===== config.mk =====
export PLATFORM = sky130hd
export DESIGN_NAME = iso_link_sequencer
export DESIGN_NICKNAME = d
export VERILOG_FILES = /design/src/rtl/iso_link_sequencer.sv
export SDC_FILE = /design/constraint.sdc
export NUM_CORES = 1
export LEC_CHECK = 0
export CAP_MARGIN = 15
export CORE_MARGIN = 10
export CORE_UTILIZATION = 53
export DETAILED_ROUTE_END_ITERATION = 8
export PLACE_DENSITY = 0.79
export SYNTH_ARGS = -nofsm -noshare
export SYNTH_HDL_FRONTEND = slang
export SYNTH_SLANG_ARGS = --single-unit

===== constraint.sdc =====
create_clock -name clk -period 2.7 [get_ports clk]
set_clock_uncertainty 0.15 [all_clocks]
set_input_delay 0.54 -clock clk [delete_from_list [all_inputs] [get_ports clk]]
set_output_delay 0.54 -clock clk [all_outputs]
set_load 0.02 [all_outputs]

===== src/rtl/iso_link_sequencer.sv =====
// iso_link_sequencer: frames serial traffic across a digital isolator.
// Each frame shifts 8 bits out on three chains (dmcs, amcs, clksel) and
// 8 bits in on two chains (dirchan, aovf). After the shift it pulses srclk
// for the parallel latch and then waits out a guard interval.
// Optional feature macro: ISO_AUTOPOLL_EN adds an idle counter that starts
// a frame after POLL_PERIOD idle cycles. Without the macro only req starts frames.
//
// state | meaning
// IDLE  | waiting for req, pending or an auto-poll start
// SHIFT | 8 bits, each SCLK_HALF clk low then SCLK_HALF clk high on mclk
// LATCH | srclk high for SCLK_HALF cycles; status published on entry
// GUARD | SCLK_HALF quiet cycles before returning to IDLE
module iso_link_sequencer #(
  parameter int SCLK_HALF = 2
`ifdef ISO_AUTOPOLL_EN
  , parameter int POLL_PERIOD = 1024
`endif
) (
  input  logic       clk,
  input  logic       reset,
  input  logic       req,
  output logic       busy,
  output logic       done,
  input  logic [3:0] dmcs_in,
  input  logic [3:0] amcs_in,
  input  logic [3:0] clksel_in,
  output logic       mclk,
  output logic       srclk,
  output logic       dmcs,
  output logic       amcs,
  output logic       clksel,
  input  logic       dirchan,
  input  logic       aovf,
  output logic [3:0] slot_dir,
  output logic [3:0] slot_chan,
  output logic [3:0] aovfl,
  output logic [3:0] aovfr,
  output logic       status_valid
);

  typedef enum logic [1:0] {IDLE, SHIFT, LATCH, GUARD} state_t;

  localparam logic [7:0] HALF_LAST = 8'(SCLK_HALF - 1);

  state_t      state, state_nxt;
  logic [7:0]  half_cnt;
  logic [2:0]  bit_idx;
  logic        phase;
  logic        pending;
  logic        start;
  logic        poll_start;
  logic        half_tc;
  logic        out_sel;
  logic [3:0]  sh_dmcs, sh_amcs, sh_clksel;
  logic [7:0]  dir_sr, aovf_sr;

  assign half_tc = (half_cnt == 8'd0);
  assign start   = (state == IDLE) && (req || pending || poll_start);

`ifdef ISO_AUTOPOLL_EN
  localparam int PW = (POLL_PERIOD > 1) ? $clog2(POLL_PERIOD + 1) : 1;
  localparam logic [PW-1:0] POLL_LAST = PW'(POLL_PERIOD - 1);

  logic [PW-1:0] poll_cnt;

  assign poll_start = (state == IDLE) && (poll_cnt == POLL_LAST);

  // Counts consecutive idle cycles; any start clears it.
  always_ff @(posedge clk or posedge reset) begin
    if (reset)               poll_cnt <= '0;
    else if (start)          poll_cnt <= '0;
    else if (state == IDLE)  poll_cnt <= poll_cnt + 1'b1;
  end
`else
  assign poll_start = 1'b0;
`endif

  // State register.
  always_ff @(posedge clk or posedge reset) begin
    if (reset) state <= IDLE;
    else       state <= state_nxt;
  end

  // Next-state decode and isolator-facing outputs, all decoded from flops.
  always_comb begin
    state_nxt = state;
    busy      = (state != IDLE);
    mclk      = 1'b0;
    srclk     = 1'b0;
    dmcs      = 1'b0;
    amcs      = 1'b0;
    clksel    = 1'b0;
    // Upper four bits of every outgoing byte are zero padding.
    out_sel   = ~bit_idx[2];
    case (state)
      IDLE:  if (start) state_nxt = SHIFT;
      SHIFT: begin
        mclk   = phase;
        dmcs   = out_sel & sh_dmcs[bit_idx[1:0]];
        amcs   = out_sel & sh_amcs[bit_idx[1:0]];
        clksel = out_sel & sh_clksel[bit_idx[1:0]];
        if (half_tc && phase && (bit_idx == 3'd0)) state_nxt = LATCH;
      end
      LATCH: begin
        srclk = 1'b1;
        if (half_tc) state_nxt = GUARD;
      end
      GUARD: if (half_tc) state_nxt = IDLE;
      default: state_nxt = IDLE;
    endcase
  end

  // Half-period down-counter, mclk phase and bit index.
  always_ff @(posedge clk or posedge reset) begin
    if (reset) begin
      half_cnt <= 8'd0;
      bit_idx  <= 3'd0;
      phase    <= 1'b0;
    end else if (state_nxt != state) begin
      half_cnt <= HALF_LAST;
      bit_idx  <= 3'd7;
      phase    <= 1'b0;
    end else if (state != IDLE) begin
      if (half_tc) begin
        half_cnt <= HALF_LAST;
        if (state == SHIFT) begin
          phase <= ~phase;
          if (phase) bit_idx <= bit_idx - 3'd1;
        end
      end else begin
        half_cnt <= half_cnt - 8'd1;
      end
    end
  end

  // Pending request and shadow capture of the outgoing slot values.
  always_ff @(posedge clk or posedge reset) begin
    if (reset) begin
      pending   <= 1'b0;
      sh_dmcs   <= 4'd0;
      sh_amcs   <= 4'd0;
      sh_clksel <= 4'd0;
    end else if (start) begin
      pending   <= 1'b0;
      sh_dmcs   <= dmcs_in;
      sh_amcs   <= amcs_in;
      sh_clksel <= clksel_in;
    end else if (req && busy) begin
      pending   <= 1'b1;
    end
  end

  // Incoming chains are sampled on the edge that raises mclk, MSB first.
  always_ff @(posedge clk or posedge reset) begin
    if (reset) begin
      dir_sr  <= 8'd0;
      aovf_sr <= 8'd0;
    end else if ((state == SHIFT) && half_tc && !phase) begin
      dir_sr  <= {dir_sr[6:0], dirchan};
      aovf_sr <= {aovf_sr[6:0], aovf};
    end
  end

  // Status publish on LATCH entry, and the end-of-frame done pulse.
  always_ff @(posedge clk or posedge reset) begin
    if (reset) begin
      slot_dir     <= 4'd0;
      slot_chan    <= 4'd0;
      aovfl        <= 4'd0;
      aovfr        <= 4'd0;
      status_valid <= 1'b0;
      done         <= 1'b0;
    end else begin
      status_valid <= 1'b0;
      done         <= (state == GUARD) && (state_nxt == IDLE);
      if ((state == SHIFT) && (state_nxt == LATCH)) begin
        slot_chan    <= dir_sr[7:4];
        slot_dir     <= dir_sr[3:0];
        aovfr        <= {aovf_sr[7], aovf_sr[5], aovf_sr[3], aovf_sr[1]};
        aovfl        <= {aovf_sr[6], aovf_sr[4], aovf_sr[2], aovf_sr[0]};
        status_valid <= 1'b1;
      end
    end
  end

endmodule


==> impl_metrics.json <==
{
  "run_status": "finished clean",
  "grt_max_degree": 62,
  "crit_chain": "mux4_2 -> nor3b_1 -> dlygate4sd2_1",
  "synth_top_family_by_area": "multiplexers",
  "path_buf_inv": 1,
  "ys_seq_elements": 61,
  "hold_start": "sh_dmcs[3]",
  "power_leakage_nw": 1.54,
  "vdd_ir_drop_max_mv": 0.381,
  "yosys.area_share.simple_pct": 14.6,
  "drt_iter0_markers": 64,
  "final_max_slew_viol_count": 0,
  "synth_seq_area_share_pct": 57.6,
  "critPathArrivalTime_ps": 1820,
  "final_area_um2": 3340,
  "synth_fa_ha_area_share_pct": 1.42,
  "final_common_cell": "dfrtp_1",
  "max_freq_ghz": 0.399,
  "start_kind": "register",
  "route.detailed.drc": 0,
  "period_share_pct": 92.9,
  "cpPeakStageDelay_ps": 530,
  "whs_path_depth": 2,
  "slew_headroom_pct": 53.5,
  "io_buffer_count": 40,
  "antennaDiodeCount": 0,
  "grt_usage_pct": 13.5,
  "pwr-share-clk_pct": 42.5,
  "ff_latch_area_um2": 1530,
  "rr_worst_depth": 6,
  "first_global_vias": 1872,
  "min_to": "sh_dmcs[3]",
  "vias": 1755,
  "reg2reg_to": "aovf_sr[4]",
  "wl_met2_um": 2460,
  "clkSlewWorstSetupHoldPaths_ps": 60,
  "die_h_um": 90.7,
  "synth-compound-area-share_pct": 2.88,
  "hold_path.class": "reg2reg",
  "die_area_um2": 8230,
  "layout_min_cycle_time_ps": 2510,
  "seq_power_share_pct": 51.0,
  "die_w_um": 90.7,
  "synth_xor_area_share_pct": 2.31,
  "antenna_found_initial": 0,
  "top_layer_used": "met4",
  "synth_cell_types": 34,
  "setup_violations": 0,
  "synth_top_area_share_pct": 57.6,
  "p_switching_uw": 404,
  "area_growth_pct": 26.1,
  "gp_congestion": 0.780,
  "p_total_mw": 1.90,
  "final_cell_mix": "61 x dfrtp_1, 41 x nand2_1, 37 x clkdlybuf4s50_1",
  "start_util_pct": 55.3,
  "p_comb_share_pct": 6.5,
  "drt-total-wl_um": 5190,
  "rsz0062_at_grt": "no",
  "dp.final_hpwl_um": 3570,
  "power_density_nw_per_um2": 568,
  "design.core.area_um2": 4790,
  "cts_root_buf": "clkbuf_8",
  "yosys.area.top_type": "dfrtp_1",
  "syn_area_um2": 2650,
  "syn_nets": 238,
  "max_cap_viol_count": 0,
  "p_int_mw": 1.49,
  "clkLatencyLatePin_ps": 340,
  "multi_input_area_um2": 1040,
  "place_area_um2": 3150,
  "htreeDepth": 3,
  "syn_area_per_cell_um2": 12.2,
  "drive_gt1_share_pct": 21.2,
  "cts_tree": "built",
  "hold_ws_ps": 328,
  "fin_tns_setup_ps": 0,
  "r2r_start": "half_cnt[0]",
  "first_pass_iters": 4,
  "synthTopCellsByArea": "dfrtp_1 58%, mux2_2 10%, nand2_1 5.8%, mux2_4 5.1%, nor2_1 2.7%",
  "clockBufferDepth": 2,
  "path_max_fanout": 4,
  "detail-route-antenna-nets": 0,
  "path_class": "reg2out",
  "wirelength_met1_um": 2230,
  "dr_wl_met3_um": 390,
  "hold_buffers": 0,
  "r2r_slack_ps": 210,
  "finalHoldViolations": 0,
  "cts_sinks": 61,
  "cts_buffers": 9,
  "critical-path-top-delay-family": "multiplexers",
  "n_fill_cell": 365,
  "slowest_stage": "mux4_2",
  "io_pins": 41,
  "synth_mux_area_share_pct": 18.2,
  "wire_per_inst_um": 15.2,
  "switching_share_pct": 21.3,
  "grt-ovfl-total": 0,
  "critical_path.endpoint_type": "primary output",
  "final_util_pct": 69.8,
  "critPathRequiredTime_ps": 2010,
  "fin_nets": 290,
  "via_per_inst": 5.15,
  "grt_first_pass_wirelength_um": 9000,
  "syn_inst": 218,
  "rows": 25,
  "ys_warn_count": 0,
  "tightestPinTransition_ps": 691
}
metrics by stage:
stage | worst slack (ps) | std cells
after floorplan | 334 | 218
after global placement | 359 | 326
after detailed placement | 296 | 326
after CTS | 173 | 341
after global routing | 51.0 | 341
final | 191 | 341
Yosys cell counts:
cell type and number:
o21a_1 1, xnor2_1 3, o211ai_1 1, clkbuf_1 3, dfrtp_1 61, o311ai_0 1, nor3b_1 4, nor3_1 4
mux2_2 24, buf_2 1, nor4_1 1, nand3b_1 1, nand4_1 2, nor2b_1 1, nand2_1 41, xor2_1 4
o21ai_0 6, ha_1 3, and3b_1 2, mux2_4 9, or3_1 2, buf_6 1, nand3_1 3, mux2i_1 1
a22oi_1 1, nand2_2 1, nor4_4 1, nor2_1 19, inv_1 8, o21ai_1 1, and2_1 1, a21oi_1 2
buf_12 1, mux4_2 3
area by class of cell:
class,instances,area share (%)
multi-input cells,143,31.3
flip-flops and latches,61,45.7
clock buffers,14,4.87
inverters,8,0.899
well taps,67,2.51
clock inverters,1,0.899
repair buffers,47,13.8
sequential cells by signal, indices dropped and copies added (netlist names):
name	cells
slot_dir	4
done	1
aovfl	4
state	2
pending	1
aovfr	4
bit_idx	3
status_valid	1
phase	1
sh_amcs	4
dir_sr	8
half_cnt	8
slot_chan	4
sh_clksel	4
sh_dmcs	4
aovf_sr	8
cell families after synthesis:
| group | Yosys count |
|---|---|
| flip-flops | 61 |
| XOR/XNOR | 7 |
| multiplexers | 37 |
| buffers and inverters | 14 |
| adder cells (fa/ha/maj) | 3 |
| AND/OR/NAND/NOR | 83 |
| AO/OA/AOI/OAI | 13 |
power by group through the flow:
stage / combinational [mW] / sequential, mW / clock [mW]
floorplan: 0.0487 / 0.994 / 0
global placement: 0.123 / 0.983 / 0
detailed placement: 0.126 / 0.985 / 0
CTS: 0.127 / 0.968 / 0.818
global route: 0.135 / 0.971 / 0.873
finish: 0.123 / 0.968 / 0.806
how the worst max path moves through the flow:
stage                startpoint          to  slack [ps]  cells past startpoint
finish               bit_idx[0]        amcs         190                      3
global route           state[1]        amcs          50                      4
CTS                  bit_idx[0]        amcs         170                      3
detailed placement  half_cnt[0]  aovf_sr[2]         300                      6
global placement     bit_idx[0]        amcs         360                      3
floorplan           half_cnt[0]    aovfl[0]         330                      8
metal layers:
metal / vias to the layer above / track usage, %
met4: 0 / 6.37
met3: 12 / 6.48
met2: 43 / 21.1
met1: 858 / 15.1
met5: - / 0
li1: 842 / -
tightest hold or removal path: cells and delay by family (launching register included):
family	cells	cell delay, ps
and+or+nand+nor	2	110
DFF	1	340
repair_timing:
action / CTS / global route
buffers inserted: 0 / 0
resized for setup: 3 / 0
endpoints found under the setup margin: 3 / 0
(Power assumes the default switching activity.)
